**src/rtl/imem_loader.sv**
```systemverilog
// imem_loader: boot-time program loader for the mips core.
// Takes a byte stream framed as LEN_HI, LEN_LO, 4*N payload bytes (MSB first)
// and CSUM. It packs the payload into big-endian 32-bit words, writes each word
// into the instruction memory, and holds the core in reset until a complete
// image with a matching checksum has been loaded.

module imem_loader #(
    parameter int ADDR_W = 10
) (
    input  logic              clk,
    input  logic              rst,
    input  logic              start,
    input  logic [7:0]        in_data,
    input  logic              in_valid,
    output logic              in_ready,
    output logic              imem_we,
    output logic [ADDR_W-1:0] imem_addr,
    output logic [31:0]       imem_wdata,
    output logic              cpu_rst,
    output logic              done,
    output logic              error,
    output logic [ADDR_W:0]   words_loaded
);

    localparam int DEPTH = 1 << ADDR_W;

    typedef enum logic [2:0] {
        ST_LEN_HI = 3'd0,
        ST_LEN_LO = 3'd1,
        ST_DATA   = 3'd2,
        ST_CSUM   = 3'd3,
        ST_DONE   = 3'd4,
        ST_ERROR  = 3'd5
    } state_e;

    // Architectural state and its next-state values.
    state_e            state_q,    state_d;
    logic [15:0]       len_q,      len_d;       // word count N from the header
    logic [23:0]       word_q,     word_d;      // first three bytes of the word in progress
    logic [1:0]        byte_cnt_q, byte_cnt_d;  // byte position inside the current word
    logic [7:0]        csum_q,     csum_d;      // running mod-256 sum of header and payload
    logic              we_q,       we_d;
    logic [ADDR_W-1:0] addr_q,     addr_d;
    logic [31:0]       wdata_q,    wdata_d;
    logic [ADDR_W:0]   words_q,    words_d;     // words written; also the next word index
    logic              done_q,     done_d;
    logic              error_q,    error_d;
    logic              cpu_rst_q,  cpu_rst_d;

    // Helper terms used by the next-state logic.
    logic              accept;
    logic [15:0]       len_full;
    logic [ADDR_W:0]   words_inc;
    logic              len_too_big;
    logic              last_word;

    // Only the loading states take bytes; DONE/ERROR wait for start instead.
    assign in_ready    = (state_q != ST_DONE) && (state_q != ST_ERROR);
    assign accept      = in_valid && in_ready;

    // Complete length as it stands once LEN_LO is on the bus.
    assign len_full    = {len_q[15:8], in_data};
    assign len_too_big = 32'(len_full) > 32'(DEPTH);

    // The word being completed now is the last one when the count reaches N.
    assign words_inc   = words_q + (ADDR_W+1)'(1);
    assign last_word   = 32'(words_inc) == 32'(len_q);

    // Registered outputs: every output except in_ready comes straight from a flop.
    assign imem_we      = we_q;
    assign imem_addr    = addr_q;
    assign imem_wdata   = wdata_q;
    assign cpu_rst      = cpu_rst_q;
    assign done         = done_q;
    assign error        = error_q;
    assign words_loaded = words_q;

    // State register: synchronous reset returns every register to its boot value.
    always_ff @(posedge clk) begin
        // NOTE: non-blocking assignments here so every flop samples the
        // pre-edge values; blocking ones would chain updates within one edge.
        if (rst) begin
            state_q    <= ST_LEN_HI;
            len_q      <= '0;
            word_q     <= '0;
            byte_cnt_q <= '0;
            csum_q     <= '0;
            we_q       <= 1'b0;
            addr_q     <= '0;
            wdata_q    <= '0;
            words_q    <= '0;
            done_q     <= 1'b0;
            error_q    <= 1'b0;
            cpu_rst_q  <= 1'b1;
        end else begin
            state_q    <= state_d;
            len_q      <= len_d;
            word_q     <= word_d;
            byte_cnt_q <= byte_cnt_d;
            csum_q     <= csum_d;
            we_q       <= we_d;
            addr_q     <= addr_d;
            wdata_q    <= wdata_d;
            words_q    <= words_d;
            done_q     <= done_d;
            error_q    <= error_d;
            cpu_rst_q  <= cpu_rst_d;
        end
    end

    // Next-state and output logic for the frame parser.
    always_comb begin
        // NOTE: every _d gets a default before the case statement; a path that
        // left one unassigned would infer a latch.
        state_d    = state_q;
        len_d      = len_q;
        word_d     = word_q;
        byte_cnt_d = byte_cnt_q;
        csum_d     = csum_q;
        we_d       = 1'b0;             // write strobe is a one-cycle pulse
        addr_d     = addr_q;
        wdata_d    = wdata_q;
        words_d    = words_q;
        done_d     = done_q;
        error_d    = error_q;
        cpu_rst_d  = cpu_rst_q;

        unique case (state_q)
            ST_LEN_HI: begin
                if (accept) begin
                    len_d   = {in_data, 8'h00};
                    csum_d  = csum_q + in_data;
                    state_d = ST_LEN_LO;
                end
            end

            ST_LEN_LO: begin
                if (accept) begin
                    len_d  = len_full;
                    csum_d = csum_q + in_data;
                    if (len_too_big) begin
                        // Image cannot fit: refuse it before touching memory.
                        state_d = ST_ERROR;
                        error_d = 1'b1;
                    end else if (len_full == 16'd0) begin
                        state_d = ST_CSUM;
                    end else begin
                        state_d = ST_DATA;
                    end
                end
            end

            ST_DATA: begin
                if (accept) begin
                    csum_d     = csum_q + in_data;
                    byte_cnt_d = byte_cnt_q + 2'd1;
                    if (byte_cnt_q == 2'd3) begin
                        // Fourth byte completes the word; write it next cycle.
                        we_d    = 1'b1;
                        wdata_d = {word_q, in_data};
                        addr_d  = words_q[ADDR_W-1:0];
                        words_d = words_inc;
                        word_d  = '0;
                        if (last_word) begin
                            state_d = ST_CSUM;
                        end
                    end else begin
                        word_d = {word_q[15:0], in_data};
                    end
                end
            end

            ST_CSUM: begin
                if (accept) begin
                    if (in_data == csum_q) begin
                        state_d   = ST_DONE;
                        done_d    = 1'b1;
                        cpu_rst_d = 1'b0;      // release the core
                    end else begin
                        state_d = ST_ERROR;
                        error_d = 1'b1;
                    end
                end
            end

            ST_DONE, ST_ERROR: begin
                if (start) begin
                    // Reload: clear all per-load bookkeeping and re-hold the core.
                    state_d    = ST_LEN_HI;
                    len_d      = '0;
                    word_d     = '0;
                    byte_cnt_d = '0;
                    csum_d     = '0;
                    words_d    = '0;
                    done_d     = 1'b0;
                    error_d    = 1'b0;
                    cpu_rst_d  = 1'b1;
                end
            end

            default: begin
                state_d = ST_LEN_HI;
            end
        endcase
    end

endmodule

```
**config.mk**
```make
export PLATFORM = sky130hd
export DESIGN_NAME = imem_loader
export DESIGN_NICKNAME = d
export VERILOG_FILES = /design/src/rtl/imem_loader.sv
export SDC_FILE = /design/constraint.sdc
export NUM_CORES = 1
export LEC_CHECK = 0
export ABC_AREA = 1
export BUFFER_PORTS_ARGS = -buffer_cell sky130_fd_sc_hd__buf_2
export CAP_MARGIN = 30
export CORE_MARGIN = 4
export CORE_UTILIZATION = 45
export DETAILED_ROUTE_END_ITERATION = 16
export PLACE_DENSITY = 0.65
export RECOVER_POWER = 50
export SYNTH_ARGS = -nofsm -noshare
export SYNTH_HDL_FRONTEND = slang
export SYNTH_SLANG_ARGS = --single-unit
```
**constraint.sdc**
```tcl
create_clock -name clk -period 4.34 [get_ports clk]
set_input_delay 0.217 -clock clk [delete_from_list [all_inputs] [get_ports clk]]
set_output_delay 0.217 -clock clk [all_outputs]
set_load 0.02 [all_outputs]
```
## Word level (Yosys, flattened, before mapping)

Index checks and enable logic that the tools add are counted.

- $add $sub $neg: 3
- Multiply operators: 0
- Div/mod/pow operators: 0
- Order comparisons: 1
- Eq/ne operators: 21
- Shift-type cells: 0
- Multiplexer cells: 43
- Bitwise gates (word level): 3
- Reductions and logical operators: 22

Operators by type and width:

| cell | number |
|---|---|
| 24-bit two-way mux | 3 |
| 16-bit case mux with 3 select lines | 1 |
| 24-bit case mux with 2 select lines | 1 |
| 11-bit two-way mux | 3 |
| 16-bit two-way mux | 2 |
| 3-bit two-way mux | 8 |
| 8-bit two-way mux | 3 |
| 11-bit case mux with 2 select lines | 1 |
| 2-bit != test (second input constant) | 10 |
| 11-bit by 16-bit == test with 1-bit output | 1 |
| 16-bit by 11-bit > comparator with 1-bit output (second input constant) | 1 |
| 16-bit zero test | 1 |
| 8-bit case mux with 2 select lines | 1 |
| 4-bit AND reduction | 4 |
| 3-bit case mux with 5 select lines | 1 |
| 1-bit two-way mux | 13 |
| 11-bit by 1-bit adder with 11-bit output (second input constant) | 1 |
| 3-bit AND reduction | 3 |
| 8-bit adder | 1 |
| 8-bit == test | 1 |
| 2-bit nonzero test | 4 |
| 7-bit AND reduction | 1 |
| 3-bit by 2-bit == test with 1-bit output (second input constant) | 2 |
| 3-bit == test (second input constant) | 2 |
| other kinds (16) | 24 |

- Bits in registers: 110
- Latch bits: 0
- Memory bits (writable): 0
- ROM bits: 0
- Bits of input ports: 12
- Output and inout port bits: 58
- Word-level logic and storage cells: 106
- Memories kept: 0

## Depth between registers and ports, before layout

- Word-level depth: 6
- Mapped depth: 17
- Mapped depth without buffers: 17

## Worst setup path after synthesis

Ideal clock, no wire load.

- Path type: register to register
- From: register words_q[1], in the netlist words_loaded[1]
- To: register state_q[0]
- Library setup time: 0.113 ns
- Arrival time: 1.764 ns
- Data required time: 4.227 ns
- Path slack: 2.463 ns
- Stages on the path, launching flop included: 15
- Buffers on the path: 0
- Clock period less this slack: 1.877 ns
- Path through: dfxtp_1 > ha_1 > nand3_1 > inv_1 > nand3b_1 > nand2_1 > nand2_1 > nand2_1 > nand2_1 > nor2_1 > nand3_1 > nand2_2 > nand2_2 > nor2_1 > nor2_1

- Word-level cells in the longest chain between the ends: 4

Ends and longest elaborated chain:

| element | RTL line | RTL |
|---|---|---|
| start, declared | 45 | `logic [ADDR_W:0] words_q, words_d;` |
| start signal, assigned | 104 | `words_q <= words_d;` |
| 11-bit by 1-bit adder with 11-bit output | 66 | `assign words_inc = words_q + (ADDR_W+1)'(1);` |
| 11-bit by 16-bit == test with 1-bit output | 67 | `assign last_word = 32'(words_inc) == 32'(len_q);` |
| 2-bit != test (no line) | - |  |
| 7-bit AND reduction (no line) | - |  |
| end signal, assigned | 96 | `state_q <= state_d;` |
| end, declared | 37 | `state_e state_q, state_d;` |

Every way passes these cells.
A chain may end at the register's enable or synchronous reset.

## Final worst setup path

- From: register state_q[2]
- To: register word_q[17]

- Word-level cells in the longest chain between the ends: 5
- Elaborated cells on any way between the ends: 13
- Classes of those cells: eq/ne: 7; mux: 1; reduce/logical: 5

Ends and longest elaborated chain:

| element | RTL line | RTL |
|---|---|---|
| 3-bit != test | 58 | `assign in_ready = (state_q != ST_DONE) && (state_q != ST_ERROR);` |
| 1-bit logical AND | 58 |  |
| 1-bit logical AND | 59 | `assign accept = in_valid && in_ready;` |
| 2-bit != test (no line) | - |  |
| 3-bit AND reduction (no line) | - |  |
| end signal, assigned | 98 | `word_q <= word_d;` |
| end, declared | 39 | `logic [23:0] word_q, word_d;` |

Several ways; a longest one is shown, not always the timed one.

==> impl_metrics.yaml <==
outcome:
  outcome: "finished clean"
cts:
  hold_buffers: 0
  cts_buffers: 9
  cts_resized: 0
  clk_pin_slew_worst_paths_ns: 0.11
  clk_latency_ns: 0.38
  cts_num_sinks: 110
  cts_buffer_depth: 2
  cts_setup_buffers: 0
  cts_max_level: 3
  cts_root_buf: "clkbuf_8"
  cts_tree: "done"
detailed_routing:
  vias: 4630
  viasPerCell: 5.33
  wire_per_inst_um: 14.7
  drt_pre_antenna_iters: 5
  first_iter_violations: 421
  wirelength_mm: 12.8
  ant_nets: 0
  drc: 0
synthesis:
  synth_top_family_by_area: "simple AND/OR/NAND/NOR gates"
  synthAdderAreaFrac_pct: 2.68
  synthMuxAreaShare_pct: 0
  synth_area_mm2: 0.00494
  synth_top_area_share_pct: 44.6
  ys_seq_area_share_pct: 44.6
  yosys-top-cells-count: "nor2_1, dfxtp_1, nand2_1"
  ys_warn_count: 0
  yosysTopAreaCell: "dfxtp_1"
  synthCells: 678
  syn-num-nets: 700
  synth_most_common_cell: "nor2_1"
  synthXorXnorAreaFrac_pct: 0.355
  async_reset_ff_share_pct: 0
  synthTopCellsByArea: "dfxtp_1, nor2_1, a21oi_1, o21ai_0, nand2_1"
  synth_compound_area_share_pct: 19.9
  yosys.area_share.simple_pct: 24.8
  synthDistinctLibCells: 35
  ys.flop_type: "dfxtp_1"
  syn_area_per_cell_um2: 7.29
  synth_edf_count: 0
  ys_ff_latch: 110
sta:
  setup_viol: 0
  rsz0062_at_grt: "no"
  drv_slew: 0
  finalCriticalPeriod_ns: 2.57
  tightest_slew_ns: 0.757
  timing.hold.ws_ns: 0.183
  slew_headroom_pct: 49.3
  final.period_utilization_pct: 59.3
  hold_viol: 0
  max_freq_mhz: 389
  clock_skew_ns: 0.00955
  finalSetupTns_ns: 0
critical_path:
  crit_arrival_ns: 2.85
  critPathRequiredTime_ns: 4.62
  cpMostUsedCell: "inv_2"
  crit_slowest_cell: "nand2_1"
  worst-setup-path-type: "reg2reg"
  end_kind: "flip-flop"
  crit_path_max_incr_delay_ns: 0.54
  cp-start-kind: "flip-flop"
  cp_max_fo: 26
  worstPathCellList: "nor2_1, inv_2, nor2_1, inv_2, nor2_4, inv_2, nand2_1, inv_2, a21oi_1, nor2_1"
  r2r_setup_slack_ns: 1.77
placed_design:
  dp_hpwl_mm: 8.79
  place_inst: 853
  io_buffers: 69
  gp_congestion: 0.904
pwr:
  netSwitchingFraction_pct: 41.5
  power.switching_mw: 1.24
  clock_power_share_pct: 19.6
  p_per_area_mw_per_mm2: 556
  p_leak_nw: 2.30
  vdd_drop_max_v: 0.000254
  p_seq_share_pct: 43.8
  p_int_mw: 1.75
  comb_power_share_pct: 36.5
global_route:
  grt_pass1_wl_mm: 21.3
  grt_antenna_before_repair: 0
  first_global_vias: 4330
  track_usage_pct: 20.2
  grt_start_max_net_pins: 56
  grt_overflow: 0
floorplanning:
  die_w_um: 113
  core_area_mm2: 0.0105
  row_count: 37
  io_pins: 70
  start_util_pct: 47.0
  die_h_um: 113
  die_area_mm2: 0.0127
cells_and_area:
  antennaDiodeCount: 0
  fin_nets: 750
  postLayoutCoreUtil_pct: 51.2
  stdcell_count: 869
  drive_gt1_share_pct: 6.41
  synthToLayoutAreaGrowth_pct: 8.89
flow_run:
  drv_cap: 0
hold_path:
  hp-class: "in2reg"
[flip-flops by register name, indices dropped and copies added, names as in the netlist, 2 cells and up]
| signal | count |
|---|---|
| len_q | 16 |
| words_loaded | 11 |
| state_q | 3 |
| word_q | 24 |
| imem_addr | 10 |
| byte_cnt_q | 2 |
| csum_q | 8 |
| imem_wdata | 32 |
[layer usage]
| layer | vias to the layer above | global-route usage (%) | routed length, um |
|---|---|---|---|
| met5 | - | 0 | 0 |
| met4 | 0 | 5.37 | 164 |
| met3 | 15 | 3.64 | 714 |
| met2 | 126 | 32.4 | 5820 |
| met1 | 2145 | 28.1 | 6100 |
| li1 | 2344 | - | - |
[through the flow]
stage	setup WS [ns]	cell area, um2	total power, mW
after CTS	2.05	5480	3.03
after detailed placement	2.06	5300	2.44
after global routing	1.50	5380	3.22
after global placement	2.14	5300	2.41
after floorplan	2.46	4940	2.19
final	1.77	5380	2.99
[critical path: cells and delay by family (launching register included)]
family                 cells  cell delay (ns)
and+or+nand+nor            5             1.28
DFF                        1             0.35
buffers and inverters      4             0.58
AOI/OAI and AO/OA          1             0.27
[area by class of cell]
cell class                      instances  area [um2]
Fill cell                            1088        5130
Multi-Input combinational cell        481        2330
Sequential cell                       110        2200
Timing Repair Buffer                   72         297
Inverter                               54         203
Tap cell                              136         170
Clock buffer                            9         124
Clock inverter                          7        55.1
[placed cells by master (no fill, tap or decap)]
cell type   Yosys  layout
o21ai_1         1       1
buf_2           9      12
o211a_1         1       1
clkinvlp_4      0       1
a21o_1          1       1
clkinv_2        0       2
clkbuf_1       16      57
nor2_4          5       3
inv_2           8       6
a21oi_1        78      78
a31oi_1         3       3
and2_1          1       1
nor3_1          2       2
clkinv_1        0       1
a211oi_1       17      17
or2_2           1       1
ha_1            9       9
o21a_1          2       2
nor2_1        126     130
nand3b_1        2       2
nand2_2         5       4
o21bai_2        1       1
xor2_1          2       2
dfxtp_1       110     110
inv_1          46      47
o311ai_0        1       1
o21ai_0        78      78
nand2_1        98      99
inv_8           0       1
buf_4           4       3
nand4_1         6       6
nand3_1        32      34
clkbuf_8        0       9
clkinv_4        0       1
fa_1            1       1
inv_6           0       2
nand2_4         1       1
nor4_1          3       3
[worst paths after layout]
check	startpoint	endpoint	cells past startpoint
worst max-delay path	state_q[2]$_SDFFE_PP0P_	word_q[17]$_SDFFE_PP0P_	10
worst min-delay path	in_data[3]	imem_wdata[3]$_SDFFE_PP0P_	3
worst max register to register	state_q[2]$_SDFFE_PP0P_	word_q[17]$_SDFFE_PP0P_	10
worst min register to register	error$_SDFFE_PP0P_	error$_SDFFE_PP0P_	2
[kinds of logic (layout without fill, tap and decap cells)]
logic type / count (synthesis) / after routing
adders and majority gates: 10 / 10
and+or+nand+nor: 286 / 286
AOI/OAI and AO/OA: 183 / 183
buffers and inverters: 87 / 142
xor gates and xnor gates: 2 / 2
DFF: 110 / 110
[power by group through the flow]
| stage | registers [mW] | logic, mW | clock network (mW) |
|---|---|---|---|
| 2_1_floorplan | 1.32 | 0.871 | 0 |
| 3_3_place_gp | 1.33 | 1.08 | 0 |
| 3_5_place_dp | 1.34 | 1.10 | 0 |
| 4_1_cts | 1.32 | 1.11 | 0.607 |
| 5_1_grt | 1.34 | 1.25 | 0.639 |
| 6_report | 1.31 | 1.09 | 0.588 |
No activity file was read; power rests on OpenSTA's default activity.
